[src/rtl/shift_add_multiplier.sv]
// Radix-2 shift-and-add unsigned multiplier, one multiplier bit per cycle.
// Borrows an external ripple-carry adder; valid/ready on both sides.
module shift_add_multiplier #(
   parameter int WIDTH = 64
) (
   input  logic             clk,
   input  logic             rst_n,
   input  logic             in_valid,
   output logic             in_ready,
   input  logic [WIDTH-1:0] in_a,
   input  logic [WIDTH-1:0] in_b,
   output logic             out_valid,
   input  logic             out_ready,
   output logic [WIDTH-1:0] prod_hi,
   output logic [WIDTH-1:0] prod_lo,
   output logic [WIDTH-1:0] add_in1,
   output logic [WIDTH-1:0] add_in2,
   output logic             add_ci,
   input  logic [WIDTH-1:0] add_sum,
   input  logic             add_co
);
   localparam int CW = $clog2(WIDTH + 1);

   typedef enum logic [1:0] {
      IDLE,
      BUSY,
      DONE
   } state_t;

   state_t           state;
   state_t           state_nxt;
   logic [CW-1:0]    count;
   logic [WIDTH-1:0] mcand;
   logic [WIDTH-1:0] hi;
   logic [WIDTH-1:0] lo;
   logic             accept;
   logic             last;

   assign last    = (count == CW'(WIDTH - 1));
   assign add_ci  = 1'b0;
   assign prod_hi = hi;
   assign prod_lo = lo;

   always_ff @(posedge clk or negedge rst_n) begin
      if (!rst_n) begin
         state <= IDLE;
      end else begin
         state <= state_nxt;
      end
   end

   // Adder operands are forced to zero outside BUSY so it stays quiet.
   always_comb begin
      state_nxt = state;
      in_ready  = 1'b0;
      out_valid = 1'b0;
      add_in1   = '0;
      add_in2   = '0;
      accept    = 1'b0;
      unique case (state)
         IDLE: begin
            in_ready = rst_n;
            accept   = in_valid;
            if (in_valid) begin
               state_nxt = BUSY;
            end
         end
         BUSY: begin
            add_in1 = hi;
            add_in2 = lo[0] ? mcand : '0;
            if (last) begin
               state_nxt = DONE;
            end
         end
         DONE: begin
            out_valid = 1'b1;
            if (out_ready) begin
               state_nxt = IDLE;
            end
         end
         default: state_nxt = IDLE;
      endcase
   end

   // {co, sum, lo} shifted right one place: carry lands in hi's MSB.
   always_ff @(posedge clk or negedge rst_n) begin
      if (!rst_n) begin
         count <= '0;
         mcand <= '0;
         hi    <= '0;
         lo    <= '0;
      end else if (accept) begin
         count <= '0;
         mcand <= in_a;
         hi    <= '0;
         lo    <= in_b;
      end else if (state == BUSY) begin
         hi    <= {add_co, add_sum[WIDTH-1:1]};
         lo    <= {add_sum[0], lo[WIDTH-1:1]};
         count <= count + CW'(1);
      end
   end

endmodule

[config.mk]
export PLATFORM = sky130hd
export DESIGN_NAME = shift_add_multiplier
export DESIGN_NICKNAME = d
export VERILOG_FILES = /design/src/rtl/shift_add_multiplier.sv
export SDC_FILE = /design/constraint.sdc
export NUM_CORES = 1
export LEC_CHECK = 0
export ABC_AREA = 1
export BUFFER_PORTS_ARGS = -buffer_cell sky130_fd_sc_hd__buf_2
export CAP_MARGIN = 20
export CORE_AREA = 4 4 175 177
export CTS_CLUSTER_SIZE = 28
export DETAILED_ROUTE_END_ITERATION = 8
export DIE_AREA = 0 0 179 181
export GPL_ROUTABILITY_DRIVEN = 0
export PLACE_DENSITY = 0.61
export REMOVE_ABC_BUFFERS = 1
export SLEW_MARGIN = 20
export SYNTH_ARGS = -nofsm -noshare
export SYNTH_HDL_FRONTEND = slang
export SYNTH_SLANG_ARGS = --single-unit
[constraint.sdc]
create_clock -name clk -period 3.34 [get_ports clk]
set_clock_uncertainty 0.15 [all_clocks]
set_input_delay 0.334 -clock clk [delete_from_list [all_inputs] [get_ports clk]]
set_output_delay 0.334 -clock clk [all_outputs]
set_load 0.03 [all_outputs]
==> results of run 1 <==
-- stage by stage --
step	area (sq um)	cells	hold slack, ns
after floorplan	8596	1096	-0.1116
after global placement	11530	1952	0.07580
after detailed placement	11530	1952	0.07996
after CTS	14290	2189	0.09508
after global routing	14290	2189	0.1176
final	14290	2189	0.1154
-- layout by cell type, fill, tap and decap left out, drive strengths merged --
cell	count
nand2	535
buf	465
dfrtp	201
dlygate4sd3	195
nor2	137
inv	78
nand3	72
o21ai	68
clkbuf	34
clkinv	4
bufinv	3
o21bai	1
nand4	1
a21boi	1
a21oi	1
nand3b	1
ha	1
conb	1
-- routing by layer --
metal	track usage (%)	vias to the layer above	part of all wire [%]	wire length, um
li1	-	4766	-	-
met1	22.30	4643	39	12850
met2	36.37	420	51	16870
met3	3.013	71	7.0	2331
met4	6.478	0	3.3	1079
met5	0	-	0	0
-- area by class of cell --
| class | instances | area share, % |
|---|---|---|
| inverters | 76 | 2.014 |
| flip-flops and latches | 201 | 35.21 |
| multi-input cells | 819 | 23.05 |
| repair buffers | 661 | 30.69 |
| clock buffers | 33 | 4.711 |
| well taps | 390 | 3.415 |
| clock inverters | 9 | 0.9107 |
-- kinds of logic after synthesis --
logic type | after synthesis | synth area share (%)
AO/OA/AOI/OAI | 71 | 4.015
adder cells (fa/ha/maj) | 1 | 0.1394
buffers and inverters | 148 | 7.403
flip-flops | 201 | 56.04
other | 1 | 0.04178
AND/OR/NAND/NOR | 746 | 32.36
-- cell usage after synthesis (all sizes together) --
cell type	count	area share [%]
a21boi	1	0.084
a21oi	1	0.056
buf	58	3.6
clkbuf	14	0.59
conb	1	0.042
dfrtp	201	56
ha	1	0.14
inv	76	3.2
nand2	535	22
nand3	72	4.0
nand3b	1	0.084
nand4	1	0.070
nor2	137	5.8
o21ai	68	3.8
o21bai	1	0.084
-- flip-flops by register name (all words and copies together) (netlist names) --
name,flops
prod_lo,64
count,7
mcand,64
prod_hi,64
state,2
-- worst register-to-register path, stage by stage (launching register included) --
cell,delay (ns)
dfrtp_1,0.44
nor2_1,0.18
nand2_2,0.09
nand2_2,0.30
inv_2,0.09
buf_12,0.22
nand2_1,0.14
nand3_1,0.06
dlygate4sd3_1,0.55
-- timing repair --
action                                  4_1_cts  5_1_grt
hold buffers                                195        0
endpoints found under the hold margin       235        0
endpoints found under the setup margin        0        0
setup buffers                                 0        0
-- report_power, final --
group | internal, W | switching [W] | total [W] | leakage, nW
clock network | 0.00164 | 0.00102 | 0.00265 | 0.400
logic | 0.000418 | 0.000615 | 0.00103 | 5.02
registers | 0.00255 | 0.0000740 | 0.00262 | 2.38
-- worst paths after layout --
| path | start | to | cells after the start |
|---|---|---|---|
| worst max register to register | state[1]$_DFFE_PN0P_ | prod_lo[63]$_DFFE_PN0P_ | 8 |
| min in group clk | in_valid | state[1]$_DFFE_PN0P_ | 7 |
| worst max-delay path | prod_lo[0]$_DFFE_PN0P_ | add_in2[18] | 4 |
| worst min-delay path | rst_n | mcand[10]$_DFFE_PN0P_ | 2 |
| worst min register to register | mcand[50]$_DFFE_PN0P_ | mcand[50]$_DFFE_PN0P_ | 2 |
| max in group asynchronous | rst_n | prod_hi[16]$_DFFE_PN0P_ | 3 |
==> impl_results.md, run 1 <==
- CP Data Required Time: 2.86 ns
- Peak VDD IR: ~0.00024 V
- Core Util, Final: 48.86%
- Final wirelength: 33.13 mm
- Worst path bufs/invs: 2
- DR DRC count: 0
- Final slew viol count: 0
- Worst slack, placed: 1.345 ns
- CTS tree: yes
- Slew @ Worst Pin: 0.8068 ns
- Clock-pin slew on the worst setup and hold paths: 0.06 ns
- CTS resizes: 0
- R2R Setup Slk: 1.02 ns
- WL/cell: 15.13 um
- Rows: 63
- Status: complete, no violations
- Sinks on the clock net: 201
- Total congestion overflow: 0
- Initial antenna violation count: 0
- Power per cell area: 441.3 nW/um^2
- Post-synthesis average cell area: 7.684 sq um
- Yosys warns: 0
- Setup ws final: slightly below 0.8 ns
- Largest net degree at the start of global routing: 138
- Top delay family on crit path: flip-flops
- TNS Setup: 0 ns
- Clk buf depth: 3
- Root buffer cell: clkbuf_16
- 1st-iter DRT viols: 417
- Synth Instances: around 1200
- Vias: 9900
- Die Wd: 179 um
- Max Cap Viol: 0
- Slowest stage cell, crit path: dfrtp_2
- Crit Path Class: flop to output pin
- Setup violators final: 0
- Static Leakage: just under 8 nW
- CP peak stage delay: 0.71 ns
- Hold Path Class: input port to async pin
- CP cell instances: buf_4, nand2_1, nor2_1, buf_2
- CP Capture Type: output pin
- Final Hold Violating Endpoints: 0
- Clock buffers created by TritonCTS: 23
- Area growth from synthesis to layout: 59.21%
- Share of layout cells above drive strength 1: 28.46%
- Nets: 1980
- DRT Pass-1 Iters: 5
- H-tree levels: 1
- Seq cells post-synth: 201
- Die area: around 32000 sq um
- Die Ht: 181 um
- Fillers: 2791
- Total Routing Usage GR: approximately 20%
- Fin crit share: between 70% and 80%
- I/O pin total: approximately 460
- Initial core utilization: 30.69%
- Worst Path Max Fanout: 32
- Critical path arrival: 2.06 ns
- Final Power: between 0.006 and 0.007 W
- Final ANT Viol Nets: 0
- Clock Latency Late Sink: 0.50 ns
- FMAX: ~0.39 GHz
- Area of the multi-input gates: 3293 sq um
- Synth Cell Area: ~9000 sq um
- Worst relative slew slack: 46.21%
- Yosys cell types: 21
- Crit path launch type: flop
- # diodes: 0
- Vias per Instance: about 4.5
- Vias in the first global route: 10160
- First-pass GRT wire length: between 50 and 60 mm
- RSZ-0062 raised after global routing: no
- Core area: 29240 sq um
- Reg area: 5031 sq um
- Hpwl dp: 21.72 mm
- Sequential area share after synthesis: 56.04%
- Tmin final: ~2.5 ns
- I/O Buffers: 454
Power figures use the tool's default switching activity.
==> inputs of run 2 (changes only) <==
--- a/config.mk
+++ b/config.mk
@@ -8,12 +8,12 @@
 export ABC_AREA = 1
 export BUFFER_PORTS_ARGS = -buffer_cell sky130_fd_sc_hd__buf_2
 export CAP_MARGIN = 20
-export CORE_AREA = 4 4 175 177
+export CORE_AREA = 4 4 177 179
 export CTS_CLUSTER_SIZE = 28
 export DETAILED_ROUTE_END_ITERATION = 8
-export DIE_AREA = 0 0 179 181
+export DIE_AREA = 0 0 181 183
 export GPL_ROUTABILITY_DRIVEN = 0
-export PLACE_DENSITY = 0.61
+export PLACE_DENSITY = 0.6
 export REMOVE_ABC_BUFFERS = 1
 export SLEW_MARGIN = 20
 export SYNTH_ARGS = -nofsm -noshare
==> constraint.sdc (replaced) <==
create_clock -name clk -period 2.4 [get_ports clk]
set_clock_uncertainty 0.15 [all_clocks]
set_input_delay 0.24 -clock clk [delete_from_list [all_inputs] [get_ports clk]]
set_output_delay 0.24 -clock clk [all_outputs]
set_load 0.03 [all_outputs]
==> run 2 against run 1 <==
Compared with the run above: cell area grew 0.80%; setup slack worse by 0.67 ns; power grew 43%; routed wire length down 0.86%; register-to-register slack got worse by 0.86 ns; highest routed layer unchanged.
==> impl_results.md, run 2 (synthesized netlist as in run 1, its figures left out) <==
- Status: complete, no violations
- Critical path arrival: between 1.5 and 2 ns
- CP cell instances: nor2_4, inv_4, buf_6, nor2_1, buf_2
- Total congestion overflow: 0
- Area growth from synthesis to layout: 60.48%
- Final wirelength: 32.85 mm
- Total Routing Usage GR: 18.56%
- DP Area: about 12000 sq um
- Vias: 9836
- Final Cell Area: 14400 sq um
- Most common cell after layout, fill and taps aside: nand2_1
- First-pass GRT wire length: 51.62 mm
- Clock Latency Late Sink: ~0.5 ns
- Clk buf depth: 3
- Slowest stage cell, crit path: dfrtp_1
- Clock buffers created by TritonCTS: 24
- H-tree levels: 1
- R2R Path End: prod_lo[63]$_DFFE_PN0P_
- Root buffer cell: clkbuf_16
- Crit path to: add_in1[25]
- FMAX: approximately 0.44 GHz
- CTS tree: yes
- Register-to-Register Path Depth: 7
- Setup violators final: 0
- Die area: about 33000 sq um
- Tmin final: 2.281 ns
- Hold WS: 0.05666 ns
- Vias in the first global route: 10010
- Rows: 63
- Initial antenna violation count: 0
- Final slew viol count: 0
- Share of layout cells above drive strength 1: 28.55%
- Worst relative slew slack: 43.33%
- CP Capture Type: output pin
- Clock-pin slew on the worst setup and hold paths: 0.05 ns
- I/O Buffers: 454
- I/O pin total: 456
- Die Ht: 183 um
- Final Power: 0.008995 W
- Static Leakage: 7.851 nW
- 1st-iter DRT viols: a little under 500
- R2R Setup Slk: 0.16 ns
- Hold Path Class: input port to flop
- Slew @ Worst Pin: 0.8472 ns
- Commonest non-fill, non-tap cells in the layout: nand2_1, buf_2, dfrtp_1
- RR Startpoint: state[1]$_DFFE_PN0P_
- Crit path launch type: flop
- Max Cap Viol: 0
- Vias per Instance: 4.481
- Initial core utilization: between 30% and 40%
- RSZ-0062 raised after global routing: no
- Fin crit share: ~95%
- Core Util, Final: 48.72%
- WL/cell: around 15 um
- Power per cell area: 624.5 nW/um^2
- Final Hold Violating Endpoints: 0
- CP peak stage delay: 0.43 ns
- Crit path launch: state[1]$_DFFE_PN0P_
- Crit Path Class: flop to output pin
- DR DRC count: 0
- Worst Path Max Fanout: 60
- Final ANT Viol Nets: 0
- Sinks on the clock net: 201
- Die Wd: 181 um
- TNS Setup: 0 ns
- Nets: 1985
- DRT Pass-1 Iters: 4
- CP Data Required Time: 2.01 ns
- Hpwl dp: 21.65 mm
- Largest net degree at the start of global routing: 94
- Total setup buffers inserted after CTS: 0
- Core area: 29560 sq um
- Peak VDD IR: roughly 0.0005 V
-- run 2: layout make-up --
cell class	instances	area, sq um
antenna	1	2.502
clock buffer	33	685.7
clock inverter	10	168.9
fill	2770	15160
inverter	76	287.8
multi-input combinational	819	3293
sequential	201	5031
tap	390	488.0
timing repair buffer	665	4446
-- run 2: per-stage QoR --
| stage | std cells | worst slack (ns) |
|---|---|---|
| floorplan | 1096 | -4.154 |
| global placement | 1955 | 0.4555 |
| detailed placement | 1955 | 0.4576 |
| CTS | 2194 | 0.06578 |
| global route | 2194 | 0.009887 |
| finish | 2195 | 0.1186 |
-- run 2: timing repair --
item,4_1_cts,5_1_grt
gates resized for setup,2,3
endpoints found under the hold margin,394,0
endpoints found under the setup margin,69,9
hold buffers,196,0
-- run 2: routing by layer --
metal	wire, um	up-vias	global-route usage (%)
li1	-	4782	-
met3	2349	92	3.451
met5	0	-	0
met4	1481	0	7.986
met2	16030	431	32.24
met1	12990	4531	22.73
-- run 2: worst min path at each step --
stage / endpoint / slack (ns) / cells after the start / from
final: state[1]$_DFFE_PN0P_ / 0.06 / 7 / in_valid
after global routing: mcand[33]$_DFFE_PN0P_ / 0.11 / 5 / in_valid
after floorplan: count[0]$_DFFE_PN0P_ / -0.21 / 0 / rst_n
after CTS: state[1]$_DFFE_PN0P_ / 0.02 / 7 / in_valid
after global placement: mcand[36]$_DFFE_PN0P_ / -0.03 / 1 / rst_n
after detailed placement: mcand[58]$_DFFE_PN0P_ / -0.02 / 1 / rst_n
-- run 2: critical path, delay by kind of cell (launching register included) --
family | cells | cell delay, ns
AND/OR/NAND/NOR | 2 | 0.40
buffers and inverters | 3 | 0.51
flip-flops | 1 | 0.43
-- run 2: power by group --
group | switching, W | internal [W] | total [W]
clock | 0.00147 | 0.00244 | 0.00391
sequential | 0.0000971 | 0.00354 | 0.00364
combinational | 0.000858 | 0.000585 | 0.00144
total | 0.00243 | 0.00657 | 0.00899
